### config.mk
export PLATFORM = sky130hd
export DESIGN_NAME = if_id
export DESIGN_NICKNAME = d
export VERILOG_FILES = /design/src/rtl/if_id_pkg.sv /design/src/rtl/if_id_sat_cnt.sv /design/src/rtl/if_id.sv
export SDC_FILE = /design/constraint.sdc
export NUM_CORES = 1
export LEC_CHECK = 0
export CAP_MARGIN = 20
export CORE_ASPECT_RATIO = 0.8
export CORE_MARGIN = 2
export CORE_UTILIZATION = 25
export DETAILED_ROUTE_END_ITERATION = 6
export GPL_TIMING_DRIVEN = 0
export PLACE_DENSITY_LB_ADDON = 0.1
export SYNTH_ARGS = -nofsm -noshare
export SYNTH_HDL_FRONTEND = slang
export SYNTH_SLANG_ARGS = --single-unit
### constraint.sdc
create_clock -name clk -period 0.8 [get_ports clk]
set_input_delay 0.08 -clock clk [delete_from_list [all_inputs] [get_ports clk]]
set_output_delay 0.08 -clock clk [all_outputs]
set_load 0.02 [all_outputs]
### src/rtl/if_id_pkg.sv
// Shared constants and types for the fetch/decode pipeline register.
// Covers the reset pc, the NOP word, stall vector bit positions and the state/action encodings.
package if_id_pkg;

  localparam int               REG_W          = 32;
  localparam logic [REG_W-1:0] CPU_RESET_ADDR = 32'h0000_1000;
  localparam logic [31:0]      INST_NOP       = 32'h0000_0013;

  localparam int STALL_IF_ID = 1;
  localparam int STALL_ID_EX = 2;

  typedef enum logic {
    ST_EMPTY = 1'b0,
    ST_FULL  = 1'b1
  } state_t;

  typedef enum logic [1:0] {
    ACT_LOAD   = 2'd0,
    ACT_BUBBLE = 2'd1,
    ACT_HOLD   = 2'd2,
    ACT_FLUSH  = 2'd3
  } act_t;

  function automatic logic misaligned(input logic [1:0] pc_lo);
    return |pc_lo;
  endfunction

endpackage

### src/rtl/if_id_sat_cnt.sv
// Saturating event counter: counts enabled cycles and sticks at all-ones.
// One-cycle update latency; no flow control, reset is the only clear.
module if_id_sat_cnt #(
  parameter int W = 32
) (
  input  logic         clk,
  input  logic         rst_n,
  input  logic         en,
  output logic [W-1:0] cnt
);

  always_ff @(posedge clk or negedge rst_n) begin
    if (!rst_n) begin
      cnt <= '0;
    end else if (en && (cnt != {W{1'b1}})) begin
      cnt <= cnt + W'(1);
    end
  end

endmodule

### src/rtl/if_id.sv
// IF/ID pipeline register: one-cycle latency, flush > hold > bubble > load; holds while stall_i[2:1]=2'b11.
// Optional perf counters (hold cycles, bubble+flush cycles) under IF_ID_PERF_CNT_EN.
module if_id
  import if_id_pkg::*;
#(
  parameter logic [31:0] NOP_INST = INST_NOP,
  parameter int          CNT_W    = 32
) (
  input  logic             clk,
  input  logic             rst_n,
  input  logic [REG_W-1:0] pc_i,
  input  logic [31:0]      inst_i,
  input  logic [5:0]       stall_i,
  input  logic             flush_i,
  output logic [REG_W-1:0] pc_o,
  output logic [31:0]      inst_o,
  output logic             valid_o,
  output logic             inst_misalign_o,
  output logic [CNT_W-1:0] stall_cnt_o,
  output logic [CNT_W-1:0] bubble_cnt_o
);

  state_t           state_q, state_d;
  act_t             act;
  logic [REG_W-1:0] pc_q;
  logic [31:0]      inst_q;
  logic             mis_q;

  // Only the IF/ID and ID/EX stall bits matter here.
  logic unused_stall;
  assign unused_stall = ^{stall_i[5:3], stall_i[0]};

  always_comb begin
    act = ACT_LOAD;
    if (flush_i) begin
      act = ACT_FLUSH;
    end else if (stall_i[STALL_IF_ID] && stall_i[STALL_ID_EX]) begin
      act = ACT_HOLD;
    end else if (stall_i[STALL_IF_ID]) begin
      act = ACT_BUBBLE;
    end
  end

  always_ff @(posedge clk or negedge rst_n) begin
    if (!rst_n) begin
      state_q <= ST_EMPTY;
    end else begin
      state_q <= state_d;
    end
  end

  always_comb begin
    state_d = state_q;
    case (act)
      ACT_FLUSH,
      ACT_BUBBLE: state_d = ST_EMPTY;
      ACT_LOAD:   state_d = ST_FULL;
      default:    state_d = state_q;
    endcase
  end

  always_comb begin
    valid_o = (state_q == ST_FULL);
  end

  // A misaligned pc is still loaded; decode owns the fault decision.
  always_ff @(posedge clk or negedge rst_n) begin
    if (!rst_n) begin
      pc_q   <= CPU_RESET_ADDR;
      inst_q <= NOP_INST;
      mis_q  <= 1'b0;
    end else begin
      case (act)
        ACT_FLUSH: begin
          pc_q   <= pc_i;
          inst_q <= NOP_INST;
          mis_q  <= 1'b0;
        end
        ACT_BUBBLE: begin
          inst_q <= NOP_INST;
          mis_q  <= 1'b0;
        end
        ACT_LOAD: begin
          pc_q   <= pc_i;
          inst_q <= inst_i;
          mis_q  <= misaligned(pc_i[1:0]);
        end
        default: ;
      endcase
    end
  end

  assign pc_o            = pc_q;
  assign inst_o          = inst_q;
  assign inst_misalign_o = mis_q;

`ifdef IF_ID_PERF_CNT_EN
  logic hold_cyc, bubble_cyc;
  assign hold_cyc   = (act == ACT_HOLD);
  assign bubble_cyc = (act == ACT_BUBBLE) || (act == ACT_FLUSH);

  if_id_sat_cnt #(.W(CNT_W)) u_stall_cnt (
    .clk   (clk),
    .rst_n (rst_n),
    .en    (hold_cyc),
    .cnt   (stall_cnt_o)
  );

  if_id_sat_cnt #(.W(CNT_W)) u_bubble_cnt (
    .clk   (clk),
    .rst_n (rst_n),
    .en    (bubble_cyc),
    .cnt   (bubble_cnt_o)
  );
`else
  assign stall_cnt_o  = '0;
  assign bubble_cnt_o = '0;
`endif

endmodule

==> reports/metrics.cfg <==
[critical_path]
cp.required_ns = 0.72
path_cells = buf_6
critPathArrivalTime_ns = 0.98
startpoint = pc_o[12]$_DFFE_PN1P_
cpMaxStageDelayCell = dfstp_2
critPathBufInv = 1
path_delay_family = flip-flops
cp_max_fo = 2
start_kind = flip-flop
worstSetupPathType = reg2out
cpPeakStageDelay_ns = 0.54
reg2reg_from = inst_o[4]$_DFFE_PN1P_
end_kind = output pin

[yosys]
synth_area_sq_um = 3090
synth_most_common_cell = buf_4
ys.flop_type = dfrtp_1
synth_edf_count = 0
synth_top_area_share = 0.502
yosys.area.top_type = dfrtp_1
ys_seq_area_frac = 0.536
avgSynthCellArea_sq_um = 13.9
ys_seq_elements = 66
synth_cells = 223
synth-warning-count = 0
yosysUniqueCellTypes = 18
ys_top_cells_by_area = dfrtp_1, buf_4, mux2_4
async_flop_share = 1.00
synth_common_cells = buf_4, dfrtp_1, a32o_1, mux2_4, buf_6

[floorplan]
die_h_microns = 103
initial_core_util = 0.255
die_w_microns = 128
rows = 36
io_pins = 203
die_area_sq_um = 13300
core_area_sq_um = 12100

[drt]
viasPerCell = 3.82
drt_wl_total_microns = 8500
dr.pass1.iters = 4
routed.top_layer = met4
wl_met1_microns = 3770
via_count = 2376
wl_met3_microns = 805
wl_met2_microns = 3830
wl_per_cell_microns = 13.7
drt_iter0_markers = 54
antenna_left = 0
drc_errors = 0

[sta]
whs_ns = -0.322
fin_crit_sh = 1.32
slew_viol_final = 0
period_minus_slack_ns = 1.06
fin_setup_tns_ns = -10.67
hold_viol_final = 27
grt_setup_unrepaired = yes
finalSetupViolCount = 93
setup_slack_ns = -0.255
finClkSkew_ns = 0
max_freq_ghz = 0.948

[power]
switchingPower_mw = 2.59
intPower_mw = 7.15
vdd_drop_max_mv = 0.931
p_sw_frac = 0.266
seq_power_share = 0.384
p_comb_frac = 0.254
powerDensity_nw_per_um2 = 1730
leakagePower_nw = 2.81
clockPowerShare = 0.363

[place]
place_congestion = 0.635
place_inst = 571
dp_worst_setup_slack_ns = -0.863
hpwl_microns = 5790
io_buffers = 132
place_area_sq_um = 4870

[clocking]
h-tree-depth = 3
clock-root-buffer = clkbuf_16
cts_tree = yes
cts_buffers = 9
clk_path_buf_depth = 2
cts_hold_buf = 1
clk_latency_ns = 0.32
clkSinkCount = 66
path_clk_slew_ns = 0.05

[global_routing]
grt_antenna_before_repair = 0
grt_pass1_vias = 2267
grt.total_usage = 0.120
grt_max_degree = 40
grt_overflow_total = 0
grt_pass1_wl_microns = 12000

[cells_and_area]
postLayoutCoreUtil = 0.465
final_area_sq_um = 5640
antenna_cells = 0
fin_nets = 538
area_growth_pct = 82.4
fin_cells = 622
nFillCells = 1165
drive_gt1_frac = 0.496

[min_path]
hold_path.class = in2async

[run_status]
violations = hold timing, setup timing
status = finished, violations left

[flow_run]
cap_violations = 0

## power by group through the flow
stage | registers [mW] | clock network [mW] | logic [mW]
after detailed placement | 3.74 | 0 | 2.19
after floorplan | 4.02 | 0 | 0.943
after global routing | 3.76 | 3.85 | 2.64
after global placement | 3.74 | 0 | 2.18
after CTS | 3.73 | 3.72 | 2.32
final | 3.74 | 3.53 | 2.47
## sequential cells by signal (all words and copies together), names as in the netlist
register         count
pc_o                32
valid_o              1
inst_o              32
inst_misalign_o      1
## kinds of logic after synthesis
group	count (synthesis)	share of synthesized area
compound gates	34	0.104
buf+inv	82	0.194
flops	66	0.536
mux	32	0.151
other cells	1	0.00121
simple gates	8	0.0146
## routing by layer
layer	global-route usage	vias to the layer above
met5	0	-
met4	0.0380	0
met3	0.0602	8
met2	0.189	109
met1	0.146	1107
li1	-	1152
## repair_timing
item | 4_1_cts | 5_1_grt
setup buffers | 14 | 16
pin swaps | 5 | 1
endpoints found under the hold margin | 29 | 27
resized for setup | 407 | 23
cloned | 0 | 4
endpoints found under the setup margin | 130 | 120
## final cells by class
| class | instances | area [sq um] | area share |
|---|---|---|---|
| repair buffers | 168 | 1800 | 0.319 |
| flip-flops and latches | 66 | 1660 | 0.294 |
| multi-input cells | 138 | 1080 | 0.191 |
| plain buffers | 79 | 638 | 0.113 |
| clock buffers | 13 | 250 | 0.0444 |
| well taps | 152 | 190 | 0.0337 |
| clock inverters | 3 | 15.0 | 0.00266 |
| inverters | 3 | 11.3 | 0.00200 |
## path summary, 6_finish.rpt
check                      depth (start not counted)                          end  slack [ns]
setup / recovery                                   1                     pc_o[12]       -0.26
min in group clk                                   3  inst_misalign_o$_DFFE_PN0P_        0.01
setup reg to reg                                   3        inst_o[4]$_DFFE_PN1P_       -0.12
hold reg to reg                                    2        inst_o[1]$_DFFE_PN1P_        0.49
max in group asynchronous                          2        inst_o[0]$_DFFE_PN1P_        0.51
hold / removal                                     1         pc_o[27]$_DFFE_PN0P_       -0.32
## per-stage QoR
step,hold WS [ns],power (mW)
after global placement,0.294,5.92
after global routing,-0.309,10.3
after floorplan,-0.216,4.96
final,-0.322,9.74
after detailed placement,0.0347,5.93
after CTS,-0.323,9.77
## cells in the final DEF (no fill, tap or decap), drive strengths merged
| master | n |
|---|---|
| clkbuf | 21 |
| a21oi | 1 |
| buf | 174 |
| nor2b | 1 |
| nor2 | 1 |
| clkinv | 3 |
| dlygate4sd3 | 1 |
| a32o | 29 |
| clkdlybuf4s50 | 64 |
| mux2 | 32 |
| a211oi | 1 |
| nor3 | 4 |
| a31oi | 3 |
| dfstp | 4 |
| inv | 3 |
| dfrtp | 62 |
| nand2 | 2 |
| conb | 64 |
(Power assumes the default switching activity.)
